**src/rtl/csr_gpio_unit.sv**
```systemverilog
// -----------------------------------------------------------------------------
// csr_gpio_unit
//
// CSR responder for the csrrw path of the 3-stage core. It implements two
// GPIO CSRs:
//   IO0_ADDR (default 0xF00) : read-only view of the synchronized switches
//   IO2_ADDR (default 0xF02) : read/write display register
// Every access returns the pre-write CSR value one cycle later (WB stage).
// Accesses to any other address set a sticky error flag.
//
// Optional feature macro: CSR_HEX_DECODE_EN
//   defined   : hex_seg is a registered 7-segment decode of io2_out
//   undefined : hex_seg is tied to all-ones (every segment off)
//
// Ports
//   clk           in   system clock, rising edge
//   rst_n         in   asynchronous active-low reset
//   csr_valid_EX  in   a csrrw occupies EX this cycle
//   GPIO_we_EX    in   write enable from the control unit
//   csr_addr_EX   in   CSR address (imm12)
//   csr_wdata_EX  in   rs1 value to write
//   sw_in         in   raw asynchronous switches
//   err_clr       in   clears csr_err (a same-cycle set wins)
//   csr_rdata_WB  out  old CSR value, registered
//   io2_out       out  current io2 register
//   io2_update    out  one-cycle pulse per io2 write
//   sw_change     out  one-cycle pulse when the synchronized switches change
//   csr_err       out  sticky unmapped-address flag
//   hex_seg       out  eight active-low 7-seg digits, digit 0 in bits [6:0]
// -----------------------------------------------------------------------------
module csr_gpio_unit #(
    parameter int          DATA_W      = 32,
    parameter int          SW_W        = 18,
    parameter int          SYNC_STAGES = 2,
    parameter logic [11:0] IO0_ADDR    = 12'hF00,
    parameter logic [11:0] IO2_ADDR    = 12'hF02
) (
    input  logic              clk,
    input  logic              rst_n,
    input  logic              csr_valid_EX,
    input  logic              GPIO_we_EX,
    input  logic [11:0]       csr_addr_EX,
    input  logic [DATA_W-1:0] csr_wdata_EX,
    input  logic [SW_W-1:0]   sw_in,
    input  logic              err_clr,
    output logic [DATA_W-1:0] csr_rdata_WB,
    output logic [DATA_W-1:0] io2_out,
    output logic              io2_update,
    output logic              sw_change,
    output logic              csr_err,
    output logic [55:0]       hex_seg
);

    // -------------------------------------------------------------------------
    // Switch synchronizer: SYNC_STAGES flops, then a previous-value copy used
    // for change detection.
    // -------------------------------------------------------------------------
    logic [SW_W-1:0] r_sync [SYNC_STAGES];
    logic [SW_W-1:0] r_sw_prev;
    logic            r_sw_change;
    logic [SW_W-1:0] w_sw_sync;

    assign w_sw_sync = r_sync[SYNC_STAGES-1];

    always_ff @(posedge clk or negedge rst_n) begin
        if (!rst_n) begin
            for (int i = 0; i < SYNC_STAGES; i++) begin
                r_sync[i] <= '0;
            end
        end else begin
            r_sync[0] <= sw_in;
            for (int i = 1; i < SYNC_STAGES; i++) begin
                r_sync[i] <= r_sync[i-1];
            end
        end
    end

    always_ff @(posedge clk or negedge rst_n) begin
        if (!rst_n) begin
            r_sw_prev   <= '0;
            r_sw_change <= 1'b0;
        end else begin
            r_sw_prev   <= w_sw_sync;
            r_sw_change <= (w_sw_sync != r_sw_prev);
        end
    end

    // -------------------------------------------------------------------------
    // EX stage: address decode, read mux and write qualification
    // -------------------------------------------------------------------------
    logic              w_hit_io0;
    logic              w_hit_io2;
    logic              w_err_set;
    logic              w_io2_wr;
    logic [DATA_W-1:0] w_rdata_nxt;
    logic [DATA_W-1:0] r_io2;

    assign w_hit_io0 = (csr_addr_EX == IO0_ADDR);
    assign w_hit_io2 = (csr_addr_EX == IO2_ADDR);

    // Unmapped accesses flag an error regardless of the write enable.
    assign w_err_set = csr_valid_EX & ~w_hit_io0 & ~w_hit_io2;

    // Only io2 is writable; a write aimed at io0 simply falls through here.
    assign w_io2_wr  = csr_valid_EX & GPIO_we_EX & w_hit_io2;

    // Read mux sees r_io2 before this cycle's write lands, which gives
    // csrrw its read-old-value semantics without extra storage.
    always_comb begin
        w_rdata_nxt = '0;
        if (csr_valid_EX) begin
            if (w_hit_io0) begin
                w_rdata_nxt = DATA_W'(w_sw_sync);
            end else if (w_hit_io2) begin
                w_rdata_nxt = r_io2;
            end
        end
    end

    // -------------------------------------------------------------------------
    // EX -> WB boundary: read data, io2 state, pulse and error flag
    // -------------------------------------------------------------------------
    logic [DATA_W-1:0] r_rdata;
    logic              r_io2_update;
    logic              r_err;

    always_ff @(posedge clk or negedge rst_n) begin
        if (!rst_n) begin
            r_rdata <= '0;
        end else begin
            r_rdata <= w_rdata_nxt;
        end
    end

    always_ff @(posedge clk or negedge rst_n) begin
        if (!rst_n) begin
            r_io2        <= '0;
            r_io2_update <= 1'b0;
        end else begin
            r_io2_update <= w_io2_wr;
            if (w_io2_wr) begin
                r_io2 <= csr_wdata_EX;
            end
        end
    end

    // Set has priority so an error raised in the same cycle as a clear is
    // never lost.
    always_ff @(posedge clk or negedge rst_n) begin
        if (!rst_n) begin
            r_err <= 1'b0;
        end else if (w_err_set) begin
            r_err <= 1'b1;
        end else if (err_clr) begin
            r_err <= 1'b0;
        end
    end

    // -------------------------------------------------------------------------
    // Display decode (optional)
    // -------------------------------------------------------------------------
`ifdef CSR_HEX_DECODE_EN
    // Active-low segments, field order g..a (bit 6 = g, bit 0 = a).
    function automatic logic [6:0] f_hex7(input logic [3:0] nib);
        logic [6:0] seg;
        case (nib)
            4'h0:    seg = 7'h40;
            4'h1:    seg = 7'h79;
            4'h2:    seg = 7'h24;
            4'h3:    seg = 7'h30;
            4'h4:    seg = 7'h19;
            4'h5:    seg = 7'h12;
            4'h6:    seg = 7'h02;
            4'h7:    seg = 7'h78;
            4'h8:    seg = 7'h00;
            4'h9:    seg = 7'h10;
            4'hA:    seg = 7'h08;
            4'hB:    seg = 7'h03;
            4'hC:    seg = 7'h46;
            4'hD:    seg = 7'h21;
            4'hE:    seg = 7'h06;
            default: seg = 7'h0E;
        endcase
        return seg;
    endfunction

    // Eight digits cover 32 bits; narrower/wider io2 is zero-extended/truncated.
    logic [31:0] w_hex_src;
    logic [55:0] r_hex;

    assign w_hex_src = 32'(r_io2);

    always_ff @(posedge clk or negedge rst_n) begin
        if (!rst_n) begin
            r_hex <= {8{7'h40}};
        end else begin
            for (int d = 0; d < 8; d++) begin
                r_hex[d*7 +: 7] <= f_hex7(w_hex_src[d*4 +: 4]);
            end
        end
    end

    assign hex_seg = r_hex;
`else
    assign hex_seg = 56'hFF_FFFF_FFFF_FFFF;
`endif

    // -------------------------------------------------------------------------
    // Outputs
    // -------------------------------------------------------------------------
    assign csr_rdata_WB = r_rdata;
    assign io2_out      = r_io2;
    assign io2_update   = r_io2_update;
    assign sw_change    = r_sw_change;
    assign csr_err      = r_err;

endmodule

```
**config.mk**
```make
export PLATFORM = sky130hd
export DESIGN_NAME = csr_gpio_unit
export DESIGN_NICKNAME = d
export VERILOG_FILES = /design/src/rtl/csr_gpio_unit.sv
export SDC_FILE = /design/constraint.sdc
export NUM_CORES = 1
export LEC_CHECK = 0
export ABC_AREA = 1
export CAP_MARGIN = 10
export CORE_MARGIN = 4
export CORE_UTILIZATION = 44
export CTS_CLUSTER_SIZE = 30
export DETAILED_ROUTE_END_ITERATION = 7
export PLACE_DENSITY = 0.86
export SKIP_CTS_REPAIR_TIMING = 1
export SYNTH_ARGS = -nofsm -noshare
export SYNTH_HDL_FRONTEND = slang
export SYNTH_SLANG_ARGS = --single-unit
export TNS_END_PERCENT = 5
```
**constraint.sdc**
```tcl
create_clock -name clk -period 1.23 [get_ports clk]
set_clock_uncertainty 0.2 [all_clocks]
set_input_delay 0.369 -clock clk [delete_from_list [all_inputs] [get_ports clk]]
set_output_delay 0.369 -clock clk [all_outputs]
set_load 0.03 [all_outputs]
```
==> run summary, run 1 <==
Share of layout cells above drive strength 1 - 28.88%
Area of the multi-input gates - 0.001590 mm²
Port-buffer cells - 133
First-pass detailed-route iteration total - 7
Setup WS post-layout - -0.3468 ns
HP Class - input port to flip-flop
RSZ-0062 raised after global routing - yes
Die extent in x - 114.9 µm
Crit path required time - 0.66 ns
Synth unique cells - 20
Share of the synthesized area in the top cell type - 60.18%
Setup TNS - -19.90 ns
Worst setup SP type - flip-flop
Fillers - 779
CP max FO - 3
Routed WL - 14,720 µm
Final Util - 69.87%
Vias in the first global route - 4,137
DR WL/cell - 17.46 µm
First-pass GRT wire length - 19,880 µm
Outcome - finished with violations
Critical Path Max Stage Delay - 0.43 ns
Min Hold Slack - 0.07249 ns
Grt ovf - 0
Crit Path Class - flip-flop to output port
Initial antenna violation count - 0
Die area - 0.01321 mm²
Max Fclk - 634.2 MHz
Final GP Congestion - 0.8710
Syn Area/Cell - 10.08 µm²
Max_cap viols - 0
Slowest cell on crit path - dfrtp_1
Core area - 0.01103 mm²
Inserted Diodes - 0
CTS clk-pin slew, worst paths - 0.06 ns
DP Wirelength - 9514 µm
GRT Overall Usage - 19.67%
Synth Warn # - 0
Peak supply drop - 1.742 mV
Placed inst area - 0.006524 mm²
Failing checks - negative setup slack
ANT nets after route - 0
Synth Instances - 499
Synthesis-to-finish area growth - 53.20%
Ports - 190
# rows - 38
Critical path arrival - 1.01 ns
Via count - 4,270
Largest net degree at the start of global routing - 42
Worst slack at placement - -0.7763 ns
Int Power - 7.451 mW
H-tree depth - 4
Clock share of power - 49.4%
DRT iter0 DRCs - 434
Cell Area, Synth - 0.005031 mm²
Net Sw Frac - 24.50%
CP top delay family - flip-flops
Max clock buf depth - 2
Max Slew Vio Count - 0
Clock Latency Late Sink - 0.41 ns
Crit path buffers/inverters - 1
CTS Buf Count - 17
Drc violations - 0
Post-synth ARST share - 100.0%
Primary FF master, synth - dfrtp_1
Synth area leader - dfrtp_1
Synth Register Bits - 121
Leakage - 3.986 nW
Clk root buf - clkbuf_16
Final Critical Period - 1.577 ns
Sequential area share after synthesis - 60.18%
Worst setup EP type - output port
FF/Latch Area - 0.003028 mm²
Vias per inst - 5.065
Post-route cell area - 0.007707 mm²
Die H - 114.9 µm
Post-synth EDFFs - 0
TritonCTS clock tree - done
PD cells - 1281 mW/mm²
Top post-synthesis cells by area - dfrtp_1 60%, nand2_1 11%, nand4_1 8.7%, buf_4 8.7%, inv_1 2.3%
Setup violations, final - 81
Initial core utilization - 45.61%
CTS sink cnt - 121
Psw - 2.418 mW
Final Hold Vio Count - 0
Gate power share - 8.7%
Final period util - 128.2%
Nets@finish - 757
Worst path cell trace - buf_6
Sequential fraction of design power - 42.0%
==> registers in the layout (all words and copies together), names as in the netlist <==
name and count:
w_sw_sync 18, sw_change 1, r_sw_prev 18, r_sync 18, io2_update 1, csr_rdata_WB 32, io2_out 32, csr_err 1
==> worst paths after layout <==
check	start	to	slack [ns]	depth (start not counted)
min	GPIO_we_EX	io2_update$_DFF_PN0_	0.07	3
max reg2reg	w_sw_sync[11]$_DFF_PN0_	sw_change$_DFF_PN0_	-0.06	6
max in group asynchronous	rst_n	io2_out[6]$_DFFE_PN0P_	0.16	3
max	io2_out[22]$_DFFE_PN0P_	io2_out[22]	-0.35	1
min reg2reg	r_sync[35]$_DFF_PN0_	w_sw_sync[17]$_DFF_PN0_	0.15	0
min in group asynchronous	rst_n	io2_out[0]$_DFFE_PN0P_	0.16	2
==> cell type report <==
class / count / area share (%)
Timing Repair Buffer: 197 / 28.47
Inverter: 33 / 1.705
Clock buffer: 19 / 5.747
Tap cell: 140 / 2.273
Sequential cell: 121 / 39.29
Clock inverter: 13 / 1.883
Multi-Input combinational cell: 320 / 20.63
==> synth_stat cells, types with 2 or more instances <==
cell and count:
nand4_1 70, nor2_2 3, buf_4 58, nand3_2 3
inv_2 2, buf_6 8, dfrtp_1 121, nor2_1 28
xnor2_1 4, nor3_1 2, nand3_1 4, clkbuf_1 2
nand3_4 2, inv_1 31, nor2_4 2, buf_2 13
nand2_1 143
==> layout by cell type, fill, tap and decap left out, types with 3 or more instances in the layout <==
master / count
buf_12: 19
buf_4: 43
buf_6: 66
clkbuf_16: 21
clkbuf_2: 4
clkdlybuf4s50_1: 51
clkinv_4: 3
clkinvlp_4: 3
conb_1: 56
dfrtp_1: 121
dlymetal6s2s_1: 7
inv_1: 28
inv_4: 3
inv_6: 3
nand2_1: 140
nand2_2: 4
nand3_2: 5
nand3_4: 4
nand4_1: 70
nor2_1: 20
nor2_2: 6
nor2_4: 7
xnor2_1: 4
==> metrics by stage <==
stage / power (mW) / instances
global route: 10.21 / 843
finish: 9.870 / 843
detailed placement: 5.010 / 788
CTS: 9.896 / 820
floorplan: 4.713 / 554
global placement: 4.983 / 788
==> metal layers <==
layer | up-vias | part of all wire [%] | track usage, %
met5 | - | 0 | 0
met4 | 0 | 4.1 | 9.311
met3 | 51 | 8.1 | 6.053
met2 | 246 | 52 | 34.18
met1 | 2084 | 35 | 22.03
li1 | 1889 | - | -
==> power by group through the flow <==
stage / Clock [mW] / Sequential [mW] / Combinational (mW)
global route: 5.14 / 4.15 / 0.918
CTS: 4.95 / 4.14 / 0.807
finish: 4.87 / 4.14 / 0.857
global placement: 0 / 4.20 / 0.784
floorplan: 0 / 4.20 / 0.512
detailed placement: 0 / 4.21 / 0.802
==> logic make-up (layout without fill, tap and decap cells) <==
| family | Yosys count | in the layout | share of synthesized area, % |
|---|---|---|---|
| XOR/XNOR | 4 | 4 | 0.6963 |
| buffers and inverters | 114 | 262 | 14.35 |
| flip-flops | 121 | 121 | 60.18 |
| other | 1 | 56 | 0.07454 |
| AND/OR/NAND/NOR | 259 | 260 | 24.70 |
No activity file was read; power rests on OpenSTA's default activity.
==> run 2, diff against run 1 <==
--- a/config.mk
+++ b/config.mk
@@ -8,10 +8,10 @@
 export ABC_AREA = 1
 export CAP_MARGIN = 10
 export CORE_MARGIN = 4
-export CORE_UTILIZATION = 44
+export CORE_UTILIZATION = 40
 export CTS_CLUSTER_SIZE = 30
 export DETAILED_ROUTE_END_ITERATION = 7
-export PLACE_DENSITY = 0.86
+export PLACE_DENSITY = 0.83
 export SKIP_CTS_REPAIR_TIMING = 1
 export SYNTH_ARGS = -nofsm -noshare
 export SYNTH_HDL_FRONTEND = slang
==> constraint.sdc (replaced) <==
create_clock -name clk -period 1.35 [get_ports clk]
set_clock_uncertainty 0.2 [all_clocks]
set_input_delay 0.405 -clock clk [delete_from_list [all_inputs] [get_ports clk]]
set_output_delay 0.405 -clock clk [all_outputs]
set_load 0.03 [all_outputs]
==> run summary, run 2 (synthesis gave the netlist of run 1 again) <==
Worst r2r src - w_sw_sync[5]$_DFF_PN0_
GRT Overall Usage - 17.84%
Failing checks - negative setup slack
TritonCTS clock tree - done
Leakage - 3.962 nW
Setup violations, final - 81
Fillers - 954
Final period util - 119.1%
Max Slew Vio Count - 0
CP top delay family - flip-flops
Commonest cells after routing, fill and taps aside - 139 x nand2_1, 119 x dfrtp_1, 70 x nand4_1, 56 x conb_1, 54 x buf_6
PD cells - 1174 mW/mm²
First-pass GRT wire length - 19,790 µm
H-tree depth - 4
Area of the multi-input gates - 0.001545 mm²
FF/Latch Area - 0.003030 mm²
Critical Path Max Stage Delay - 0.44 ns
Commonest non-fill, non-tap cell in the layout - nand2_1
Setup WS post-layout - -0.2578 ns
Peak supply drop - 0.9521 mV
Slowest cell on crit path - dfrtp_2
Critical path arrival - 1.00 ns
DR WL/cell - 16.37 µm
Worst slack at placement - -0.6887 ns
Outcome - finished with violations
Clk root buf - clkbuf_16
Die area - 0.01444 mm²
Crit Path Class - flip-flop to output port
Worst path cell trace - buf_12
Share of layout cells above drive strength 1 - 25.73%
HP Class - input port to flip-flop
WHS Path Cells - 3
Largest net degree at the start of global routing - 47
CTS Buf Count - 17
Post-route cell area - 0.007686 mm²
Max clock buf depth - 2
Final Hold Vio Count - 0
Placed inst area - 0.006551 mm²
Nets@finish - 743
Vias in the first global route - 3,958
Core area - 0.01216 mm²
Final Critical Period - 1.608 ns
# rows - 40
Crit path buffers/inverters - 1
Routed WL - 14,030 µm
Initial core utilization - 41.37%
First-pass detailed-route iteration total - 5
Reg2reg setup slack - 0.08 ns
Via count - 4,009
CTS sink cnt - 121
ANT nets after route - 0
Initial antenna violation count - 1
Clock Latency Late Sink - 0.41 ns
Min-Delay Endpoint - io2_update$_DFF_PN0_
Drc violations - 0
DRT iter0 DRCs - 379
Worst setup EP type - output port
Final Util - 63.20%
RSZ-0062 raised after global routing - yes
Crit path required time - 0.75 ns
Vias per inst - 4.678
Max Fclk - 622.0 MHz
CTS clk-pin slew, worst paths - 0.05 ns
DP Wirelength - 9386 µm
Die H - 120.2 µm
Port-buffer cells - 133
Reg2reg path depth - 6
Worst setup SP type - flip-flop
Hold wc startpoint - GPIO_we_EX
PnR Total Power - 9.022 mW
R2r endpoint - sw_change$_DFF_PN0_
Synthesis-to-finish area growth - 52.77%
Grt ovf - 0
CP max FO - 3
Final GP Congestion - 0.8159
Ports - 190
Die extent in x - 120.2 µm
Max_cap viols - 0
[run 2: changes by cell type in the layout (fill, tap and decap cells not counted), sizes merged, moves of 2 or more]
cell | before | now
inv | 36 | 33
dlymetal6s2s | 7 | 10
clkinvlp | 3 | 5
buf | 130 | 112
[run 2: worst max path at each step]
| stage | start | to | slack (ns) | cells past startpoint |
|---|---|---|---|---|
| floorplan | csr_addr_EX[3] | csr_rdata_WB[22]$_DFF_PN0_ | -0.11 | 7 |
| global placement | csr_addr_EX[3] | csr_err$_DFFE_PN0P_ | -0.65 | 7 |
| detailed placement | csr_addr_EX[3] | io2_out[5]$_DFFE_PN0P_ | -0.69 | 8 |
| CTS | io2_out[7]$_DFFE_PN0P_ | io2_out[7] | -0.30 | 1 |
| global route | io2_out[7]$_DFFE_PN0P_ | io2_out[7] | -0.28 | 1 |
| finish | io2_out[7]$_DFFE_PN0P_ | io2_out[7] | -0.26 | 1 |
[run 2: layout make-up]
type,instances,share of cell area [%]
Sequential cell,121,39.43
Timing Repair Buffer,183,28.36
Multi-Input combinational cell,320,20.10
Clock buffer,19,5.763
Tap cell,168,2.735
Clock inverter,12,1.970
Inverter,33,1.612
Antenna cell,1,0.03256
[run 2: power by group]
part	switching, mW	total, mW	internal, mW
registers	0.0595	3.78	3.72
logic	0.468	0.748	0.280
clock network	1.57	4.50	2.93
[run 2: per-stage QoR]
| stage | instances | TNS (ns) | hold WS [ns] |
|---|---|---|---|
| 2_1_floorplan | 554 | -5.247 | -0.09059 |
| 3_3_place_gp | 805 | -40.65 | 0.02921 |
| 3_5_place_dp | 805 | -42.84 | 0.02977 |
| 4_1_cts | 836 | -30.83 | -0.4097 |
| 5_1_grt | 857 | -17.78 | 0.08586 |
| 6_report | 857 | -13.68 | 0.08089 |
[run 2: routing by layer]
layer | vias up | GRT usage [%] | part of all wire, %
met1 | 1960 | 20.18 | 37
li1 | 1860 | - | -
met3 | 20 | 6.739 | 7.6
met2 | 169 | 30.63 | 54
met5 | - | 0 | 0
met4 | 0 | 6.657 | 1.6
==> run 3, diff against run 2 <==
--- a/config.mk
+++ b/config.mk
@@ -11,6 +11,7 @@
 export CORE_UTILIZATION = 40
 export CTS_CLUSTER_SIZE = 30
 export DETAILED_ROUTE_END_ITERATION = 7
+export GPL_ROUTABILITY_DRIVEN = 0
 export PLACE_DENSITY = 0.83
 export SKIP_CTS_REPAIR_TIMING = 1
 export SYNTH_ARGS = -nofsm -noshare
==> results of run 3 <==
Final layout, timing and power as in run 2 (identical DEF).
==> edit: new RTL, config.mk and constraints of run 2 <==
The option `CSR_HEX_DECODE_EN` is turned on by a define.
--- a/src/rtl/csr_gpio_unit.sv
+++ b/src/rtl/csr_gpio_unit.sv
@@ -28,6 +28,8 @@
 //   csr_err       out  sticky unmapped-address flag
 //   hex_seg       out  eight active-low 7-seg digits, digit 0 in bits [6:0]
 // -----------------------------------------------------------------------------
+`define CSR_HEX_DECODE_EN
+
 module csr_gpio_unit #(
     parameter int          DATA_W      = 32,
     parameter int          SW_W        = 18,
Behaviour: not the same (Yosys sat finds a counterexample within 4 cycles, from zero or initial values and one cycle with rst_n low).
==> edit against run 2 <==
- the flow still finishes with violations (setup timing)
- global-route usage is 0.50 points higher
- register-to-register slack got worse by 0.35 ns
- synthesized area is 56% higher
- sequential cell count grew 56
- count of clock-buffer cells in the layout unchanged
- non-clock buffer count increased by 118
- routed wire length is 56% higher
- power is 18% higher
- setup slack worse by 0.13 ns
- design area rose by 56%
- critical endpoint is now io2_out[12]
==> edit: results (changes against run 2) <==
Arrival time worst endpoint: 1.14 ns (was 1.00 ns)
Violated checks: setup timing (unchanged)
Worst-path maximum fanout: 4 (was 3)
Cell Area, Placed: 10400 µm² (was 6550 µm²)
Distinct cells, synth: 33 (was 20)
Worst path max stage delay: 0.45 ns
Detailed Place HPWL: 14.9 mm (was 9.39 mm)
First-pass GRT wire length: 32.0 mm (was 19.8 mm)
Maximum vdd drop: 704 µV (was 952 µV)
Syn Nets: 943
Top_reg_cell synth: dfrtp_1 (unchanged)
Slowest cell on crit path: dfrtp_2 (unchanged)
Status: complete, but fails checks (unchanged)
Placer Congestion: 0.854 (was 0.816)
GRT Overall Usage: 18.3% (was 17.8%)
Power Density: 893 nW/µm² (was 1170 nW/µm²)
IO buf count: 189 (was 133)
Top cell type's share of synthesized area: 54.0% (was 60.2%)
Leak: 0.00589 µW (was 0.00396 µW)
Post-synth top cells: nand2_1 (216), dfrtp_1 (169), inv_1 (87) (was nand2_1 (143), dfrtp_1 (121), nand4_1 (70))
Adder-Cell Fraction of Synth Area: 7.66% (was 0%)
Seq/Total Area, Yosys: 56.6% (was 60.2%)
Final setup viols: 228 (was 81)
Placed Cells: 1321 (was 805)
R2R cell count: 8 (was 6)
Reg-to-reg slack, setup: -0.27 ns (was 0.08 ns)
Number of flip-flops in the largest register: 56
Class of the worst hold path: in -> async (was in -> reg)
Post-synth ARST share: 100% (unchanged)
Yosys warnings: 0 (unchanged)
Worst skew pair latency: 0.44 ns (was 0.41 ns)
Largest net degree at the start of global routing: 59 (was 47)
CTS buffer count: 17 (unchanged)
Setup TNS Final: -48.04 ns (was -13.68 ns)
Relative slew slack: 76.5%
Root buf cell: clkbuf_16 (unchanged)
Initial antenna violation count: 1 (unchanged)
Bufs on Longest Clock Path: 2 (unchanged)
Post-synthesis compound-gate area fraction: 7.26% (was 0%)
Drt wl/cell: 15.8 µm (was 16.4 µm)
Vias in the first global route: 6365 (was 3958)
PnR worst setup slack: -0.391 ns (was -0.258 ns)
Worst r2r dst: hex_seg[26]$_DFF_PN0_ (was sw_change$_DFF_PN0_)
Mean Syn Cell Area: 9.47 µm² (was 10.1 µm²)
WHS: 0.130 ns (was 0.0809 ns)
Fin nets: 1224 (was 743)
Starting DRT DRC Count: 356 (was 379)
Routed WL: 21.8 mm (was 14.0 mm)
Top cells by area, synth: dfrtp_1 (54%), nand2_1 (10%), ha_1 (7.7%), nand4_1 (4.2%), inv_1 (4.2%) (was dfrtp_1 (60%), nand2_1 (11%), nand4_1 (8.7%), buf_4 (8.7%), inv_1 (2.3%))
DR vias: 6738 (was 4009)
Ratio of cells with drive above 1 in the final layout: 36.2% (was 25.7%)
Reg2Reg Launch Point: io2_out[13]$_DFFE_PN0P_ (was w_sw_sync[5]$_DFF_PN0_)
H-tree Lvls: 4 (unchanged)
Clk slew on worst S/H paths: 0.07 ns (was 0.05 ns)
Mux contribution to synthesized area: 0% (unchanged)
Dpl ws: -0.743 ns (was -0.689 ns)
Post-Synth XOR/XNOR Area: 0.112% (was 0.696%)
Fillers: 1437 (was 954)
-- edit: cell count changes after synthesis, moves of 17 or more --
cell and delta:
nand4_1 -17, o21ai_0 +39, nor2_1 +25, inv_1 +56, buf_4 -51, dfrtp_1 +48
nand2_1 +73, a21oi_1 +37, ha_1 +48, nand3_1 +19
-- edit: worst max path at each step --
stage	from	to	slack (ns)	cells past startpoint
2_1_floorplan	csr_addr_EX[3]	csr_rdata_WB[16]$_DFF_PN0_	-0.09	7
3_3_place_gp	csr_addr_EX[3]	io2_out[15]$_DFFE_PN0P_	-0.68	8
3_5_place_dp	csr_addr_EX[6]	csr_rdata_WB[13]$_DFF_PN0_	-0.74	7
4_1_cts	io2_out[29]$_DFFE_PN0P_	io2_out[29]	-0.48	2
5_1_grt	io2_out[13]$_DFFE_PN0P_	io2_out[13]	-0.42	2
6_report	io2_out[12]$_DFFE_PN0P_	io2_out[12]	-0.39	2
-- edit: final cells by class --
class,instances,area share (%)
diodes,1,0.0209
clock buffers,19,3.70
clock inverters,13,0.889
inverters,88,3.11
multi-input cells,524,26.2
flip-flops and latches,177,37.4
well taps,260,2.72
repair buffers,301,26.0
-- edit: where the power goes --
group          switching [µW]  leakage [µW]  internal [µW]
clock network            2160      0.000263           2440
registers                62.4       0.00227           5400
logic                     311       0.00336            309
total                    2530       0.00589           8140
-- edit: worst max-delay path: cells and delay by family (launching register included) --
| family | cells | cell delay, ns |
|---|---|---|
| buffers and inverters | 2 | 0.26 |
| DFF | 1 | 0.45 |
-- edit: layer usage --
metal  vias to the layer above  global-route usage, %  wire length (µm)
met2                       234                   31.6             11400
li1                       3232                      -                 -
met5                         -                      0                 0
met4                         0                   7.11               607
met3                        37                   4.20              1170
met1                      3235                   22.4              8630
